## src/rtl/usr_frame_rx.sv

```systemverilog
// -----------------------------------------------------------------------------
// usr_frame_rx
//
// Serial frame receiver fed by the universal shift register's serial output.
// A frame is: start bit (0), n data bits LSB first, an optional even-parity
// bit, and a stop bit (1). Bits are taken only on clock edges where sin_en=1,
// so the receiver follows the shift register at whatever rate it shifts.
// Completed good frames are offered on a valid/ready holding register.
//
// Optional feature macro: USR_FRAME_RX_PARITY_EN
//   defined   -> frame carries an even-parity bit after the data bits; the
//                XOR of data and parity bit must be 0, otherwise frm_err.
//   undefined -> frame is start + n data + stop; only the stop bit is checked.
//
// Parameters:
//   n         data word width (>= 2)
//
// Ports:
//   clk       in   1  rising-edge clock
//   rst       in   1  asynchronous active-low reset
//   sin       in   1  serial data from the shift register
//   sin_en    in   1  sample strobe; sin is taken only when 1
//   dout      out  n  received word (valid while dout_vld=1)
//   dout_vld  out  1  dout holds an undelivered word
//   dout_rdy  in   1  consumer accepts the word
//   busy      out  1  a frame is in progress
//   frm_err   out  1  one-cycle pulse: bad stop bit or parity mismatch
//   ovf       out  1  one-cycle pulse: good frame dropped, holding reg full
// -----------------------------------------------------------------------------
module usr_frame_rx #(
    parameter int n = 4
) (
    input  logic         clk,
    input  logic         rst,
    input  logic         sin,
    input  logic         sin_en,
    output logic [n-1:0] dout,
    output logic         dout_vld,
    input  logic         dout_rdy,
    output logic         busy,
    output logic         frm_err,
    output logic         ovf
);

    // Bit counter only has to address positions 0..n-1 of the shift buffer.
    localparam int CW = (n > 1) ? $clog2(n) : 1;

    localparam logic [1:0] ST_IDLE = 2'b00;
    localparam logic [1:0] ST_DATA = 2'b01;
`ifdef USR_FRAME_RX_PARITY_EN
    localparam logic [1:0] ST_PAR  = 2'b10;
`endif
    localparam logic [1:0] ST_STOP = 2'b11;

`ifdef USR_FRAME_RX_PARITY_EN
    // Even parity passes when data bits plus parity bit contain an even
    // number of ones.
    function automatic logic even_parity_ok(input logic [n-1:0] data,
                                            input logic         pbit);
        return ~(^{data, pbit});
    endfunction
`endif

    // Receiver state
    logic [1:0]    state_r;
    logic [1:0]    state_s;
    logic [CW-1:0] cnt_r;
    logic [CW-1:0] cnt_s;
    logic [n-1:0]  shbuf_r;
    logic [n-1:0]  shbuf_s;
`ifdef USR_FRAME_RX_PARITY_EN
    logic          par_r;
    logic          par_s;
`endif

    // Stop-bit edge results
    logic          stop_seen_s;
    logic          frame_good_s;

    // Holding register and flag next values
    logic          hold_free_s;
    logic          load_s;
    logic [n-1:0]  dout_s;
    logic          dout_vld_s;
    logic          frm_err_s;
    logic          ovf_s;
    logic          busy_s;

    logic [n-1:0]  dout_r;
    logic          dout_vld_r;
    logic          busy_r;
    logic          frm_err_r;
    logic          ovf_r;

    // Next-state logic: the FSM, counter and buffer move only on sampled bits.
    always_comb begin
        state_s      = state_r;
        cnt_s        = cnt_r;
        shbuf_s      = shbuf_r;
`ifdef USR_FRAME_RX_PARITY_EN
        par_s        = par_r;
`endif
        stop_seen_s  = 1'b0;
        frame_good_s = 1'b0;
        if (sin_en) begin
            case (state_r)
                ST_IDLE: begin
                    if (sin == 1'b0) begin
                        cnt_s   = {CW{1'b0}};
                        state_s = ST_DATA;
                    end else begin
                        state_s = ST_IDLE;
                    end
                end
                ST_DATA: begin
                    shbuf_s[cnt_r] = sin;
                    if (cnt_r == CW'(n - 1)) begin
`ifdef USR_FRAME_RX_PARITY_EN
                        state_s = ST_PAR;
`else
                        state_s = ST_STOP;
`endif
                    end else begin
                        cnt_s = cnt_r + CW'(1);
                    end
                end
`ifdef USR_FRAME_RX_PARITY_EN
                ST_PAR: begin
                    par_s   = sin;
                    state_s = ST_STOP;
                end
`endif
                ST_STOP: begin
                    // A 0 here is a framing error, never a new start bit.
                    stop_seen_s = 1'b1;
`ifdef USR_FRAME_RX_PARITY_EN
                    frame_good_s = sin & even_parity_ok(shbuf_r, par_r);
`else
                    frame_good_s = sin;
`endif
                    state_s = ST_IDLE;
                end
                default: begin
                    state_s = ST_IDLE;
                end
            endcase
        end else begin
            state_s = state_r;
        end
    end

    // Delivery and handshake: the holding register is free when empty or
    // being drained on this same edge.
    always_comb begin
        hold_free_s = (~dout_vld_r) | dout_rdy;
        load_s      = stop_seen_s & frame_good_s & hold_free_s;
        ovf_s       = stop_seen_s & frame_good_s & ~hold_free_s;
        frm_err_s   = stop_seen_s & ~frame_good_s;
        busy_s      = (state_s != ST_IDLE);
        if (load_s) begin
            dout_s     = shbuf_r;
            dout_vld_s = 1'b1;
        end else if (dout_rdy) begin
            dout_s     = dout_r;
            dout_vld_s = 1'b0;
        end else begin
            dout_s     = dout_r;
            dout_vld_s = dout_vld_r;
        end
    end

    // Receiver state registers.
    always_ff @(posedge clk or negedge rst) begin
        if (!rst) begin
            state_r <= ST_IDLE;
            cnt_r   <= {CW{1'b0}};
            shbuf_r <= {n{1'b0}};
`ifdef USR_FRAME_RX_PARITY_EN
            par_r   <= 1'b0;
`endif
        end else begin
            state_r <= state_s;
            cnt_r   <= cnt_s;
            shbuf_r <= shbuf_s;
`ifdef USR_FRAME_RX_PARITY_EN
            par_r   <= par_s;
`endif
        end
    end

    // Output registers: holding register, busy and the one-cycle flags.
    always_ff @(posedge clk or negedge rst) begin
        if (!rst) begin
            dout_r     <= {n{1'b0}};
            dout_vld_r <= 1'b0;
            busy_r     <= 1'b0;
            frm_err_r  <= 1'b0;
            ovf_r      <= 1'b0;
        end else begin
            dout_r     <= dout_s;
            dout_vld_r <= dout_vld_s;
            busy_r     <= busy_s;
            frm_err_r  <= frm_err_s;
            ovf_r      <= ovf_s;
        end
    end

    assign dout     = dout_r;
    assign dout_vld = dout_vld_r;
    assign busy     = busy_r;
    assign frm_err  = frm_err_r;
    assign ovf      = ovf_r;

endmodule

```

## config.mk

```make
export PLATFORM = sky130hd
export DESIGN_NAME = usr_frame_rx
export DESIGN_NICKNAME = d
export VERILOG_FILES = /design/src/rtl/usr_frame_rx.sv
export SDC_FILE = /design/constraint.sdc
export NUM_CORES = 1
export LEC_CHECK = 0
export CAP_MARGIN = 20
export CORE_UTILIZATION = 40
export DETAILED_ROUTE_END_ITERATION = 6
export HOLD_SLACK_MARGIN = 0.05
export PLACE_DENSITY = 0.66
export RECOVER_POWER = 25
export SYNTH_ARGS = -nofsm -noshare
export SYNTH_HDL_FRONTEND = slang
export SYNTH_SLANG_ARGS = --single-unit
```

## constraint.sdc

```tcl
create_clock -name clk -period 1.5 [get_ports clk]
set_clock_uncertainty 0.2 [all_clocks]
set_input_delay 0.15 -clock clk [delete_from_list [all_inputs] [get_ports clk]]
set_output_delay 0.15 -clock clk [all_outputs]
set_load 0.02 [all_outputs]
```

* Word level (Yosys, flattened, before mapping)
Index checks and enable logic that the tools add are counted.
Widths: inputs -> output; s select.
** Storage, ports and cells
- Bits in registers :: 16
- Bits of input ports :: 5
- Output and inout bits :: 8
- Word-level logic and storage cells :: 47
** Operators by class
- Add/subtract/negate cells :: 1
- $lt $le $gt $ge :: 2
- Equality and inequality tests :: 5
- Mux-type cells :: 16
- Bitwise logic cells :: 8
- Reduce and logical (&&, ||, !) cells :: 7
** Operators with widths (number)
- $mux 1 :: 8
- $mux 2 :: 4
- $pmux 2 s2 :: 2
- $reduce_bool 2->1 :: 3
- $and 1x1->1 :: 4
- $bwmux 4 :: 1
- $eq 2x2->1 const B :: 2
- $ne 2x2->1 const B :: 2
- $reduce_and 4->1 :: 1
- $lt 2x3->1 const B :: 1
- $not 1->1 :: 3
- $add 2x1->2 const B :: 1
- $demux 1 s2 :: 1
- $eq 2x1->1 const B :: 1
- $ge 2x1->1 const B :: 1
- $logic_not 2->1 :: 1
- $reduce_and 2->1 :: 1
- $logic_and 1x1->1 :: 1
- $or 1x1->1 :: 1

* Longest topological paths before layout
Gate-level depths: netlist (run 1).
- Word-level depth :: 6
- Depth in mapped cells :: 5
- Mapped depth without buffers :: 5

* Least setup slack after synthesis (run 1)
Ideal clock, no wire load.
- Path type :: flip-flop to flip-flop
- From :: reg cnt_r[0]
- To :: reg cnt_r[1]
- Setup time :: 0.121 ns
- Arrival time :: 1.282 ns
- Data required time :: 1.179 ns
- Path slack :: -0.103 ns
- Stages on the path, launching flop included :: 6
- Buffers on the path :: 0
- Clock period less this slack :: 1.603 ns
- Path through :: dfrtp_1 -> inv_1 -> ha_1 -> nor2b_1 -> a22o_1 -> a22o_2
** Between the ends
- Longest elaborated chain between the ends :: 3
- Elaborated cells between the ends (all ways) :: 6
- Those cells by class :: add/sub (1); eq/ne (2); mux (2); reduce/logical (1)
** Ends and longest elaborated chain
- start: declaration :: RTL line 67 : logic [CW-1:0] cnt_r;
- start signal: assignment :: RTL line 176 : cnt_r <= {CW{1'b0}};
- start signal: assignment :: RTL line 183 : cnt_r <= cnt_s;
- $add 2x1->2 / $eq 2x2->1 (equally long branches) :: RTL line 124, 117
- $mux 2 / $ne 2x2->1 (equally long branches)
- $pmux 2 s2 / $reduce_and 4->1 (equally long branches)
Several ways; a longest one is shown, not always the timed one. The select of a mux whose other input is x is not followed.
A chain may end at the register's enable or synchronous reset.

* Final worst setup path (run 1)
- From :: reg cnt_r[0]
- To :: reg cnt_r[0]
The elaborated chain is that of the path after synthesis.

==> results.md, run 1 <==
* Clock power frac at 0.114
* Nets@finish at 98
* Grt ovf at 0
* Final-report max-slew violation count at 0
* Vias at 530
* Critical path peak fanout at 3
* Reg clk slew, reported paths at 0.08 ns
* Min-delay worst type: input port to register
* Residual DRC at 0
* Fin crit period at 1.57 ns
* Most common cell after layout, fill and taps aside: dfrtp_1
* Setup Total Neg Slack at -0.133 ns
* Clk sinks at 16
* Seq pwr share at 0.377
* Clock Path Buffers at 2
* Total power at 1.86 mW
* FF+latch area at 403 sq um
* Netlist cell types at 24
* Root Buffer: clkbuf_4
* Critical path data required time at 1.51 ns
* Top-area cell type share of the netlist area at 0.548
* Gr usage total at 0.169
* Die Wd at 44.7 um
* P per Cell Area at 1760 nW/um^2
* Sequential fraction of the synthesis area at 0.548
* Die area at 2000 sq um
* Rows at 15
* Total CTS buffers at 3
* Layout cell share with drive strength beyond 1 at 0.402
* Max transition margin at 0.748
* DRT Wirelength at 1400 um
* Post-route antenna net violation count at 0
* Synth area leaders: dfrtp_1 (55%), ha_1 (6.8%), mux2_2 (6.2%), mux2_1 (4.6%), nand2_1 (2.6%)
* Worst-Margin Slew at 0.378 ns
* CTS tree: yes
* Failing checks: setup timing
* Detailed placer's ending HPWL at 1000 um
* Leading area contributor after synthesis: dfrtp_1
* Kind of critical path: register to register
* IO Pins at 13
* H-tree Lvls at 1
* Initial Util at 0.423
* Synthesized flop and latch total at 16
* Via density per instance at 4.73
* Mapped Area at 731 sq um
* Area grow syn2layout at 44.7%
* Multi-input gate area at 364 sq um
* Commonest non-fill, non-tap cells in the layout: dfrtp_1 (14), buf_4 (13), dlygate4sd2_1 (8)
* Internal power at 1.22 mW
* Maximum VDD drop at 754 uV
* Combinational share of power at 0.509
* Endpoints failing setup at 2
* GPL Wtd Cong at 0.663
* Dpl ws at -0.269 ns
* FILL cells at 156
* Critical Path AT at 1.58 ns
* Vias in the first global route at 532
* Critical Path Source Type: register
* Worst-Skew Late Latency at 0.28 ns
* Hold Slack at 0.0598 ns
* Pin count of the biggest net entering global routing at 17
* HP Start: sin_en
* P_sw at 633 uW
* Final Hold Viols at 0
* Final Cycle Share at 1.04
* Sw Ratio at 0.341
* First-pass GRT wire length at 2370 um
* Final Util at 0.612
* P_leak at 0.539 nW
* Crit. End Element: register
* Reg2reg setup slack at -0.07 ns
* Net Count, Synth at 66
* 1st-iter DRT viols at 2
* PortBufs at 12
* Outcome: complete, but fails checks
* Yosys warning count at 0
* Avg Cell Area, Syn at 12.8 sq um
* RSZ-0062 raised after global routing: true
* Core area at 1730 sq um
* Max cap viols at 0
* Worst Setup SP: cnt_r[0]
* DRT Pass-1 Iters at 4
* RR Startpoint: cnt_r[0]
* Initial antenna violation count at 0
* Wire per inst at 12.5 um
* Max Clk Rate at 638 MHz
* Final worst setup slack at -0.0672 ns
* N_diodes at 0
* Die height at 44.7 um
* Mapped Cells at 57
## worst paths after layout
| path | to | depth (start not counted) |
|---|---|---|
| setup / recovery | cnt_r[0] | 6 |
| hold reg to reg | shbuf_r[2] | 1 |
| min in group asynchronous | shbuf_r[0] | 3 |
| setup reg to reg | cnt_r[0] | 6 |
| hold / removal | frm_err | 3 |
| max in group asynchronous | cnt_r[0] | 3 |
## power by group through the flow
| stage | Sequential [mW] | Clock, mW | Combinational, mW |
|---|---|---|---|
| 6_report | 0.700 | 0.211 | 0.946 |
| 5_1_grt | 0.726 | 0.244 | 1.05 |
| 3_3_place_gp | 0.713 | 0 | 0.769 |
| 3_5_place_dp | 0.715 | 0 | 0.798 |
| 2_1_floorplan | 0.785 | 0 | 0.352 |
| 4_1_cts | 0.705 | 0.222 | 0.820 |
## sequential cells by signal (all words and copies together) (netlist names)
name	cells
state_r	2
dout_vld	1
shbuf_r	4
dout	4
cnt_r	2
busy	1
frm_err	1
ovf	1
## routing by layer
layer,wire (um),up-vias,track usage
li1,-,261,-
met1,559,254,0.205
met2,774,13,0.282
met3,51,2,0.0240
met4,17,0,0.109
met5,0,-,0
## metrics by stage
step	area, sq um	std cells
6_report	1060	112
5_1_grt	1060	112
4_1_cts	1020	111
3_5_place_dp	972	106
3_3_place_gp	972	106
2_1_floorplan	731	57
## cell type report
type	count	area share
inverters	3	0.0107
well taps	25	0.0296
multi-input cells	38	0.344
repair buffers	27	0.213
flip-flops and latches	16	0.381
clock buffers	3	0.0213
## timing repair
item | CTS | global route
hold endpoints to repair | 16 | 0
resized for setup | 12 | 9
endpoints found under the setup margin | 11 | 9
pin swaps | 1 | 2
setup buffers | 1 | 1
hold buffers | 1 | 0
## worst max-delay path, stage by stage (launching register included)
cell and delay, ns:
dfrtp_2 0.43, buf_4 0.15, buf_4 0.12, buf_4 0.14, nor4b_4 0.23, a21o_1 0.11
a22o_1 0.12
## logic make-up after synthesis
| logic type | count (synthesis) | synth area share |
|---|---|---|
| compound gates | 7 | 0.0719 |
| fa+ha+maj | 4 | 0.0685 |
| buf+inv | 3 | 0.0154 |
| flops | 16 | 0.548 |
| mux | 8 | 0.128 |
| simple gates | 19 | 0.168 |
## Yosys cell counts
cell type	count
a21o_1	1
a21oi_1	1
a22o_1	2
a22o_2	1
and2_1	1
and3b_1	1
dfrtp_1	16
ha_1	4
inv_1	3
mux2_1	3
mux2_2	4
mux2_4	1
nand2_1	5
nand2b_1	2
nand3_1	1
nand3_2	1
nand4_2	1
nor2_1	3
nor2b_1	1
nor2b_2	1
nor2b_4	1
nor4b_1	1
o211ai_1	1
o21ai_0	1
Power figures use the tool's default switching activity.
==> inputs of run 2 (changes only) <==
--- a/config.mk
+++ b/config.mk
@@ -11,6 +11,7 @@
 export HOLD_SLACK_MARGIN = 0.05
 export PLACE_DENSITY = 0.66
 export RECOVER_POWER = 25
+export SKIP_LAST_GASP = 1
 export SYNTH_ARGS = -nofsm -noshare
 export SYNTH_HDL_FRONTEND = slang
 export SYNTH_SLANG_ARGS = --single-unit
==> results.md, run 2 (synthesis results as in run 1) <==
* Fin area at 1060 sq um
* Residual DRC at 0
* FILL cells at 156
* Total CTS buffers at 3
* Reg2reg setup slack at -0.07 ns
* DRT Pass-1 Iters at 4
* H-tree Lvls at 1
* Final worst setup slack at -0.0672 ns
* Die Wd at 44.7 um
* Total power at 1.86 mW
* Via density per instance at 4.73
* Area grow syn2layout at 44.7%
* First-pass GRT wire length at 2370 um
* Pin count of the biggest net entering global routing at 17
* Max Clk Rate at 638 MHz
* Outcome: complete, but fails checks
* RR Startpoint: cnt_r[0]
* Critical Path AT at 1.58 ns
* Die height at 44.7 um
* FF+latch area at 403 sq um
* Clock Path Buffers at 2
* Most common cell on crit path: buf_4
* Crit path capture: cnt_r[0]
* Core area at 1730 sq um
* Worst Setup SP: cnt_r[0]
* Final-report max-slew violation count at 0
* Max cap viols at 0
* Layout cell share with drive strength beyond 1 at 0.402
* Critical path cell sequence: buf_4, buf_4, buf_4, nor4b_4, a21o_1, a22o_1
* HP Start: sin_en
* Most common cell after layout, fill and taps aside: dfrtp_1
* N_diodes at 0
* Critical path data required time at 1.51 ns
* Worst-Margin Slew at 0.378 ns
* Nets@finish at 98
* Maximum VDD drop at 754 uV
* Reg clk slew, reported paths at 0.08 ns
* DRT Wirelength at 1400 um
* FF-to-FF path depth at 6
* CP peak stage delay at 0.43 ns
* P_leak at 0.539 nW
* Vias at 530
* Wire per inst at 12.5 um
* Critical path peak fanout at 3
* RSZ-0062 raised after global routing: true
* PortBufs at 12
* Root Buffer: clkbuf_4
* Clk sinks at 16
* Max transition margin at 0.748
* Grt ovf at 0
* P per Cell Area at 1760 nW/um^2
* Dpl ws at -0.269 ns
* Post-route antenna net violation count at 0
* Placed cells at 106
* Kind of critical path: register to register
* Failing checks: setup timing
* Final Util at 0.612
* Rows at 15
* Die area at 2000 sq um
* Endpoints failing setup at 2
* Worst-Skew Late Latency at 0.28 ns
* Gr usage total at 0.169
* Crit. End Element: register
* Critical Path Source Type: register
* Initial antenna violation count at 0
* Hold Path Stages at 3
* Detailed placer's ending HPWL at 1000 um
* Non-Filler Instances at 112
* RR Endpoint: cnt_r[0]
* Setup Total Neg Slack at -0.133 ns
* 1st-iter DRT viols at 2
* Commonest non-fill, non-tap cells in the layout: dfrtp_1 (14), buf_4 (13), dlygate4sd2_1 (8)
* Multi-input gate area at 364 sq um
* IO Pins at 13
* Initial Util at 0.423
* Cell with the largest stage delay on the worst path: dfrtp_2
* Hold Slack at 0.0598 ns
* Vias in the first global route at 532
* Final Cycle Share at 1.04
* Min-delay worst type: input port to register
* Fin crit period at 1.57 ns
* Final Hold Viols at 0
* Post-DP Area at 972 sq um
* CTS tree: yes
* GPL Wtd Cong at 0.663
==> run 2: final cells by class <==
type / count / share of cell area
Sequential cell: 16 / 0.381
Multi-Input combinational cell: 38 / 0.344
Timing Repair Buffer: 27 / 0.213
Tap cell: 25 / 0.0296
Clock buffer: 3 / 0.0213
Inverter: 3 / 0.0107
==> run 2: report_power, final <==
group          leakage [nW]  internal [mW]  switching (mW)
Sequential            0.196          0.599           0.101
Combinational         0.329          0.533           0.414
Clock                0.0138         0.0929           0.119
==> run 2: critical path, delay by kind of cell, from the launching register on <==
kind	cells	cell delay (ns)
flops	1	0.43
simple gates	1	0.23
buf+inv	3	0.41
compound gates	2	0.23
==> run 2: how the worst min path moves through the flow <==
stage	to	slack, ns
final	frm_err	0.06
after global routing	frm_err	0.07
after CTS	shbuf_r[0]	0.31
after detailed placement	shbuf_r[0]	0.28
after global placement	shbuf_r[0]	0.28
after floorplan	busy	-0.35
==> run 2: timing repair <==
action | 4_1_cts | 5_1_grt
pin swaps | 1 | 2
gates resized for setup | 12 | 9
endpoints found under the hold margin | 16 | 0
buffers inserted | 1 | 1
endpoints found under the setup margin | 11 | 9
hold buffers | 1 | 0
==> run 2: layer usage <==
metal | GRT usage | routed length (um)
met1 | 0.205 | 559
met2 | 0.282 | 774
met3 | 0.0240 | 51
met4 | 0.109 | 17
met5 | 0 | 0
